==> config.mk <==
export PLATFORM = sky130hd
export DESIGN_NAME = state_switch_arbiter_flat
export DESIGN_NICKNAME = d
export VERILOG_FILES = /design/src/rtl/state_switch_arbiter_if.sv /design/src/rtl/state_switch_arbiter.sv /design/src/flat_wrapper.sv
export SDC_FILE = /design/constraint.sdc
export NUM_CORES = 1
export LEC_CHECK = 0
export ABC_CLOCK_PERIOD_IN_PS = 2600
export CORE_ASPECT_RATIO = 2
export CORE_MARGIN = 1.5
export CORE_UTILIZATION = 52
export DETAILED_ROUTE_END_ITERATION = 12
export MAX_ROUTING_LAYER = met4
export PLACE_DENSITY = 0.79
export SYNTH_ARGS = -nofsm -noshare
export SYNTH_HDL_FRONTEND = slang
export SYNTH_SLANG_ARGS = --single-unit
==> constraint.sdc <==
create_clock -name clk -period 2.6 [get_ports clk]
set_clock_uncertainty 0.1 [all_clocks]
set_input_delay 0.65 -clock clk [delete_from_list [all_inputs] [get_ports clk]]
set_output_delay 0.65 -clock clk [all_outputs]
set_load 0.01 [all_outputs]
==> src/rtl/state_switch_arbiter_if.sv <==
// Request/grant and status bundle between requesters and the state switch arbiter.
// Requesters hold the master side; the arbiter holds the slave side.
interface state_switch_arbiter_if #(
   parameter int unsigned NREQ = 4
);
   logic [NREQ-1:0] req;
   logic [NREQ-1:0] req_on;
   logic [NREQ-1:0] gnt;
   logic [1:0]      state_out;
   logic            busy;
   logic [7:0]      sw_count;

   modport master (
      output req,
      output req_on,
      input  gnt,
      input  state_out,
      input  busy,
      input  sw_count
   );

   modport slave (
      input  req,
      input  req_on,
      output gnt,
      output state_out,
      output busy,
      output sw_count
   );
endinterface

==> src/rtl/state_switch_arbiter.sv <==
// Round-robin arbiter that sequences on/off changes of a shared resource through a
// settle window, enforces a dwell time between changes and counts completed changes.
module state_switch_arbiter #(
   parameter int unsigned NREQ   = 4,
   parameter int unsigned DWELL  = 8,
   parameter int unsigned SETTLE = 2
) (
   input logic                   clk,
   input logic                   rst,
   state_switch_arbiter_if.slave bus
);
   localparam int unsigned DW = $clog2(DWELL + 1);
   localparam int unsigned SW = $clog2(SETTLE + 1);
   localparam int unsigned PW = (NREQ > 1) ? $clog2(NREQ) : 1;

   // Encodings match the resource state bus so state_q drives state_out directly.
   typedef enum logic [1:0] {
      StSettle = 2'h0,
      StOn     = 2'h1,
      StOff    = 2'h3
   } state_e;

   state_e          state_q, state_d;
   logic            target_q, target_d;
   logic [SW-1:0]   settle_q, settle_d;
   logic [DW-1:0]   dwell_q, dwell_d;
   logic [PW-1:0]   rr_q, rr_d;
   logic [NREQ-1:0] gnt_q, gnt_d;
   logic [7:0]      sw_q, sw_d;
   logic            busy_q, busy_d;

   logic            cur_on;
   logic            arb_en;
   logic            win_found;
   logic [PW-1:0]   win_idx;
   logic [PW-1:0]   idx_pw;
   int unsigned     idx;

   assign cur_on = (state_q == StOn);
   // A grant already in flight blocks arbitration so a requester dropping req is not re-granted.
   assign arb_en = (state_q != StSettle) && (dwell_q == '0) && (gnt_q == '0) && (|bus.req);

   // Round-robin search starting at the pointer, wrapping at NREQ.
   always_comb begin
      win_found = 1'b0;
      win_idx   = '0;
      idx       = 0;
      idx_pw    = '0;
      for (int unsigned i = 0; i < NREQ; i++) begin
         idx = 32'(rr_q) + i;
         if (idx >= NREQ) begin
            idx = idx - NREQ;
         end
         idx_pw = PW'(idx);
         if (!win_found && bus.req[idx_pw]) begin
            win_found = 1'b1;
            win_idx   = idx_pw;
         end
      end
   end

   always_comb begin
      state_d  = state_q;
      target_d = target_q;
      settle_d = settle_q;
      dwell_d  = dwell_q;
      rr_d     = rr_q;
      gnt_d    = '0;
      sw_d     = sw_q;

      unique case (state_q)
         StOn, StOff: begin
            if (dwell_q != '0) begin
               dwell_d = dwell_q - 1'b1;
            end
            if (arb_en && win_found) begin
               gnt_d[win_idx] = 1'b1;
               rr_d = (win_idx == PW'(NREQ - 1)) ? '0 : win_idx + 1'b1;
               if (bus.req_on[win_idx] != cur_on) begin
                  state_d  = StSettle;
                  target_d = bus.req_on[win_idx];
                  settle_d = SW'(SETTLE - 1);
               end
            end
         end
         StSettle: begin
            if (settle_q == '0) begin
               state_d = target_q ? StOn : StOff;
               dwell_d = DW'(DWELL);
               sw_d    = sw_q + 8'd1;
            end else begin
               settle_d = settle_q - 1'b1;
            end
         end
         default: begin
            state_d = StOff;
         end
      endcase

      busy_d = (state_d == StSettle) || (dwell_d != '0);
   end

   always_ff @(posedge clk or negedge rst) begin
      if (!rst) begin
         state_q  <= StOff;
         target_q <= 1'b0;
         settle_q <= '0;
         dwell_q  <= '0;
         rr_q     <= '0;
         gnt_q    <= '0;
         sw_q     <= '0;
         busy_q   <= 1'b0;
      end else begin
         state_q  <= state_d;
         target_q <= target_d;
         settle_q <= settle_d;
         dwell_q  <= dwell_d;
         rr_q     <= rr_d;
         gnt_q    <= gnt_d;
         sw_q     <= sw_d;
         busy_q   <= busy_d;
      end
   end

   assign bus.gnt       = gnt_q;
   assign bus.state_out = state_q;
   assign bus.busy      = busy_q;
   assign bus.sw_count  = sw_q;

endmodule
==> src/flat_wrapper.sv <==
// flat-port wrapper written by rule: the top's interface ports become plain ports
module state_switch_arbiter_flat 
#(
   parameter int unsigned NREQ   = 4,
   parameter int unsigned DWELL  = 8,
   parameter int unsigned SETTLE = 2
)
  (clk, rst, bus_req, bus_req_on, bus_gnt, bus_state_out, bus_busy, bus_sw_count);
  state_switch_arbiter_if #(.NREQ(NREQ)) bus_i ();
  input logic clk;
  input logic rst;
  input wire logic [$bits(bus_i.req)-1:0] bus_req;
  input wire logic [$bits(bus_i.req_on)-1:0] bus_req_on;
  output wire logic [$bits(bus_i.gnt)-1:0] bus_gnt;
  output wire logic [$bits(bus_i.state_out)-1:0] bus_state_out;
  output wire logic [$bits(bus_i.busy)-1:0] bus_busy;
  output wire logic [$bits(bus_i.sw_count)-1:0] bus_sw_count;
  assign bus_i.req = bus_req;
  assign bus_i.req_on = bus_req_on;
  assign bus_gnt = bus_i.gnt;
  assign bus_state_out = bus_i.state_out;
  assign bus_busy = bus_i.busy;
  assign bus_sw_count = bus_i.sw_count;
  state_switch_arbiter #(.NREQ(NREQ), .DWELL(DWELL), .SETTLE(SETTLE)) u_core (.clk(clk), .rst(rst), .bus(bus_i));
endmodule
==> flow_summary.json, run 1 <==
{
  "critical_path.max_fanout": 5,
  "place.port_buffers": 24,
  "final_hold_vio_count": 0,
  "yosys.area_share.xor_xnor": 0.0496,
  "crit_arrival_ps": 2580,
  "fmax_mhz": 399,
  "numClockSinks": 24,
  "grt_max_degree": 25,
  "worst_skew_pair.late_latency_ps": 280,
  "ioPinCount": 25,
  "max-slew-margin-rel": 0.687,
  "dieArea_um2": 3060,
  "synth_top_cell_by_area": "dfrtp_1",
  "detailedRoute.firstIterationViolations": 52,
  "floorplan.rows": 26,
  "drt_pre_antenna_iters": 6,
  "h-tree-depth": 1,
  "fp.dieH_um": 76.7,
  "synth-edff-count": 0,
  "netlist_top_cells_area": "dfrtp_1 39%, ha_1 7.1%, nand2_1 5.3%",
  "yosys.area_share.simple": 0.212,
  "worst_pin_slew_ps": 465,
  "clockBufferDepth": 2,
  "cts-buffers-inserted": 3,
  "cts_setup_buffers": 0,
  "detail_route.vias_per_cell": 5.80,
  "post_synth_mux_area_share": 0.0221,
  "clock_root_buffer": "clkbuf_8",
  "core_area_um2": 2570,
  "syn_inst": 146,
  "area_growth_syn_to_layout_pct": 30.0,
  "drt.antenna.violating_nets": 0,
  "postPlaceCellArea_um2": 1760,
  "final_cell_area_um2": 1840,
  "routed-via-count": 1219,
  "synth.distinct_cells": 44,
  "grt_use_total": 0.239,
  "holdCritPathClass": "register to register",
  "routed_wire_length_per_instance_um": 15.6,
  "n_fill_cell": 204,
  "antenna_cells": 0,
  "most_used_standard_cell_by_instance_count_after_synthesis": "dfrtp_1",
  "pre_cts_ws_ps": -219,
  "required_ps": 2670,
  "finalWorstPathRequiredPeriod_ps": 2510,
  "post-route-worst-setup-slack_ps": 93.8,
  "vdd_ir_drop_max_mv": 0.732,
  "max-cap-violations": 0,
  "rsz0062_at_grt": "no",
  "postSynthAreaPerCell_um2": 9.68,
  "post_synthesis_compound_gate_area_fraction": 0.173,
  "synth_ff_type": "dfrtp_1",
  "gp_routability_congestion": 0.924,
  "synthAdderAreaFrac": 0.0708,
  "dp_hpwl_um": 2400,
  "setup_crit_end_kind": "register",
  "fin_nets": 201,
  "initial_core_util": 0.550,
  "synth_top_cells_by_count": "22 x dfrtp_1, 20 x nand2_1, 9 x inv_1, 8 x ha_1",
  "grt.overflow.total": 0,
  "grt_first_pass_wirelength_um": 5100,
  "yosys.area.top_type_share": 0.389,
  "drt_wl_total_um": 3290,
  "status": "finished, final reports clean",
  "p_leak_uw": 0.000804,
  "cts_hold_repair.buffers": 0,
  "antenna_violations_before_repair": 0,
  "drive_gt1_frac": 0.165,
  "floorplan_die_width_um": 39.9,
  "first_global_vias": 1198,
  "final.period_utilization": 0.964,
  "timing_max_transition_violations_final": 0,
  "cts_tree": "built",
  "synth_register_bits": 24,
  "powerDensity_nw_per_um2": 1060,
  "asyncSetResetFlopFracSynth": 1.00,
  "critical_path.startpoint_type": "input pin",
  "clk_transition_reported_paths_ps": 100,
  "synth.cell_area_um2": 1410,
  "yosysWarnings": 0,
  "setup_viol_count_final": 0,
  "path_class": "input pin to register",
  "synth_seq_area_share": 0.427,
  "drt_drc_violations_left": 0,
  "synthesis.nets": 164,
  "cts-resized-gates": 0,
  "synth_top_family_by_area": "simple AND/OR/NAND/NOR gates"
}
[layer usage]
metal | GRT usage | routed length (um) | up-vias
met5 | - | 0 | -
met4 | 0.0828 | 51 | 0
met3 | 0.0173 | 108 | 5
met2 | 0.434 | 1930 | 43
met1 | 0.242 | 1200 | 594
li1 | - | - | 577
[registers in the layout, summed over array words and instances, names as in the netlist]
name and count:
u_core.bus.busy 1, u_core.bus.gnt 4, u_core.bus.state_out 2, u_core.bus.sw_count 8, u_core.dwell_q 4, u_core.rr_q 2
u_core.settle_q 2, u_core.target_q 1
[cells by family after synthesis]
| group | Yosys count |
|---|---|
| and+or+nand+nor | 57 |
| AOI/OAI and AO/OA | 31 |
| DFF | 24 |
| buffers and inverters | 15 |
| xor gates and xnor gates | 8 |
| adders and majority gates | 8 |
| muxes | 3 |
[area by class of cell]
type	instances	area, um2	area share
Clock buffer	3	41.3	0.0225
Clock inverter	1	30.0	0.0163
Inverter	10	37.5	0.0204
Multi-Input combinational cell	107	753	0.410
Sequential cell	24	603	0.328
Tap cell	28	35.0	0.0191
Timing Repair Buffer	37	338	0.184
[cell usage in the layout (no fill, tap or decap), types with 6 or more instances in the layout]
cell             instances
nor2_1                   7
o21ai_0                  7
clkdlybuf4s50_1         24
inv_1                    9
nand2_1                 20
buf_4                   13
xnor2_1                  6
ha_1                     8
dfrtp_1                 22
[metrics by stage]
stage / std cells / hold WS (ps) / TNS, ps / util / total power [uW]
floorplan: 146 / 254 / 0 / - / 1250
global placement: 206 / 362 / -506 / 0.685 / 1540
detailed placement: 206 / 370 / -854 / 0.685 / 1580
CTS: 210 / 404 / 0 / 0.712 / 1940
global route: 210 / 417 / 0 / 0.715 / 2090
finish: 210 / 403 / 0 / 0.715 / 1950
[worst max-delay path: stages]
cell             delay, ps
clkdlybuf4s50_1        540
nor2b_1                200
nor2_1                  70
o221a_2                310
mux2i_2                210
a22o_1                 270
o32a_1                 340
[power breakdown]
group | switching, uW | leakage [uW] | internal, uW
Combinational | 473 | 0.000472 | 478
Sequential | 148 | 0.000296 | 511
Clock | 132 | 0.0000357 | 206
Total | 754 | 0.000804 | 1200
[final timing paths]
kind | start | end | slack, ps | cells after the start
max in group asynchronous | rst | u_core.bus.state_out[1] | 1480 | 2
worst min-delay path | u_core.bus.sw_count[6] | u_core.bus.sw_count[6] | 400 | 1
min in group asynchronous | rst | u_core.bus.sw_count[3] | 630 | 2
worst min register to register | u_core.bus.sw_count[6] | u_core.bus.sw_count[6] | 400 | 1
worst max register to register | u_core.bus.gnt[1] | u_core.bus.busy | 310 | 6
worst max-delay path | bus_req[0] | u_core.settle_q[0] | 90 | 7
Note: power is estimated with default switching activity, not from simulation.
==> run 2, diff against run 1 <==
--- a/config.mk
+++ b/config.mk
@@ -8,10 +8,9 @@
 export ABC_CLOCK_PERIOD_IN_PS = 2600
 export CORE_ASPECT_RATIO = 2
 export CORE_MARGIN = 1.5
-export CORE_UTILIZATION = 52
+export CORE_UTILIZATION = 35
 export DETAILED_ROUTE_END_ITERATION = 12
 export MAX_ROUTING_LAYER = met4
-export PLACE_DENSITY = 0.79
 export SYNTH_ARGS = -nofsm -noshare
 export SYNTH_HDL_FRONTEND = slang
 export SYNTH_SLANG_ARGS = --single-unit
==> run 2 against run 1 <==
Core utilization decreased by 24 points; cell area is 0.14% higher; maximum frequency about the same; first-iteration DRC count is 73% lower; worst hold slack got worse by 24 ps; global-route usage fell by 7.8 points; largest power group unchanged.
==> flow_summary.json, run 2 (synthesized netlist as in run 1, its figures left out) <==
{
  "cts_tree": "built",
  "max-slew-margin-rel": 0.707,
  "worst_pin_slew_ps": 435,
  "timing_max_transition_violations_final": 0,
  "drt_pre_antenna_iters": 4,
  "grt.overflow.total": 0,
  "path_class": "input pin to register",
  "finish.cell_count_without_fillers": 231,
  "clk_transition_reported_paths_ps": 90,
  "clockBufferDepth": 2,
  "grt_max_degree": 25,
  "finalWorstPathRequiredPeriod_ps": 2510,
  "layout.cells.most_common_list": "24 x clkdlybuf4s50_1, 22 x dfrtp_1, 20 x nand2_1",
  "finalHoldWorstSlack_ps": 379,
  "fin_nets": 199,
  "drt_drc_violations_left": 0,
  "cts_setup_buffers": 0,
  "routed-via-count": 1177,
  "n_fill_cell": 394,
  "grt_use_total": 0.161,
  "critical_path.startpoint_type": "input pin",
  "initial_core_util": 0.368,
  "dp_hpwl_um": 2500,
  "dieArea_um2": 4450,
  "h-tree-depth": 1,
  "met1_length_um": 1120,
  "detail_route.vias_per_cell": 5.10,
  "place.port_buffers": 24,
  "core_area_um2": 3840,
  "fmax_mhz": 399,
  "vdd_ir_drop_max_mv": 0.518,
  "layout_commonest_cell": "clkdlybuf4s50_1",
  "clock_root_buffer": "clkbuf_8",
  "setup_crit_end_kind": "register",
  "antenna_cells": 0,
  "final.period_utilization": 0.964,
  "routed_wire_length_per_instance_um": 13.2,
  "area_growth_syn_to_layout_pct": 30.2,
  "rsz0062_at_grt": "no",
  "met2WireLength_um": 1820,
  "largest_register_ff_count": 8,
  "ioPinCount": 25,
  "floorplan.rows": 32,
  "final_hold_vio_count": 0,
  "status": "finished, final reports clean",
  "worst_skew_pair.late_latency_ps": 270,
  "drive_gt1_frac": 0.167,
  "holdCritPathClass": "register to register",
  "grt_first_pass_wirelength_um": 5180,
  "critical_path.max_fanout": 5,
  "p_leak_uw": 0.000789,
  "crit_arrival_ps": 2560,
  "first_global_vias": 1233,
  "detailedRoute.firstIterationViolations": 14,
  "cts-buffers-inserted": 3,
  "fp.dieH_um": 92.9,
  "gp_routability_congestion": 0.842,
  "floorplan_die_width_um": 47.9,
  "drt.antenna.violating_nets": 0,
  "wl_met3_um": 69,
  "setup_viol_count_final": 0,
  "required_ps": 2650,
  "numClockSinks": 24,
  "powerDensity_nw_per_um2": 998,
  "place_inst": 227,
  "max-cap-violations": 0,
  "route.top_layer_used": "met4",
  "antenna_violations_before_repair": 0,
  "drt_wl_total_um": 3050
}
-- run 2: changes by cell type in the layout (fill, tap and decap cells not counted), sizes merged --
| cell | before | now |
|---|---|---|
| buf | 13 | 11 |
| bufinv | 1 | 0 |
| clkbuf | 3 | 4 |
-- run 2: final cells by class --
| class | count | area (um2) | share of cell area |
|---|---|---|---|
| Sequential cell | 24 | 603 | 0.328 |
| Clock buffer | 4 | 55.1 | 0.0299 |
| Timing Repair Buffer | 35 | 323 | 0.175 |
| Tap cell | 51 | 63.8 | 0.0347 |
| Inverter | 10 | 37.5 | 0.0204 |
| Multi-Input combinational cell | 107 | 758 | 0.412 |
-- run 2: timing repair --
action                                  CTS  global route
gates resized for setup                   0             4
endpoints found under the setup margin    0             5
hold buffers                              0             0
-- run 2: final timing paths --
kind / startpoint / depth (start not counted) / slack, ps / end
max: bus_req[0] / 7 / 90 / u_core.settle_q[0]
min: u_core.bus.sw_count[7] / 1 / 380 / u_core.bus.sw_count[7]
max reg2reg: u_core.bus.gnt[1] / 5 / 300 / u_core.settle_q[1]
min reg2reg: u_core.bus.sw_count[7] / 1 / 380 / u_core.bus.sw_count[7]
max in group asynchronous: rst / 2 / 1470 / u_core.bus.state_out[0]
min in group asynchronous: rst / 2 / 650 / u_core.rr_q[1]
-- run 2: per-layer routing --
layer	GRT usage	vias to the layer above
met5	-	-
met4	0.0586	0
met3	0.0195	4
met2	0.298	27
met1	0.155	570
li1	-	576
-- run 2: through the flow --
step                      setup TNS [ps]  setup slack, ps  power, uW  cell area (um2)   util
final                                  0             94.2       1840             1840  0.479
after global routing                   0             9.64       2010             1840  0.479
after CTS                              0             27.7       1850             1830  0.476
after detailed placement           -1280             -267       1590             1770  0.461
after global placement              -394             -129       1540             1770  0.461
after floorplan                        0              446       1250             1410      -
-- run 2: power by group --
| group | internal, uW | switching (uW) | total [uW] |
|---|---|---|---|
| clock | 135 | 119 | 255 |
| sequential | 512 | 150 | 662 |
| combinational | 469 | 452 | 921 |
-- run 2: worst max-delay path, stage by stage --
cell and delay (ps):
clkdlybuf4s50_1 550, nor2b_2 190, nor2_1 60, o221a_2 300, mux2i_2 210, a22o_1 270, o32a_1 340
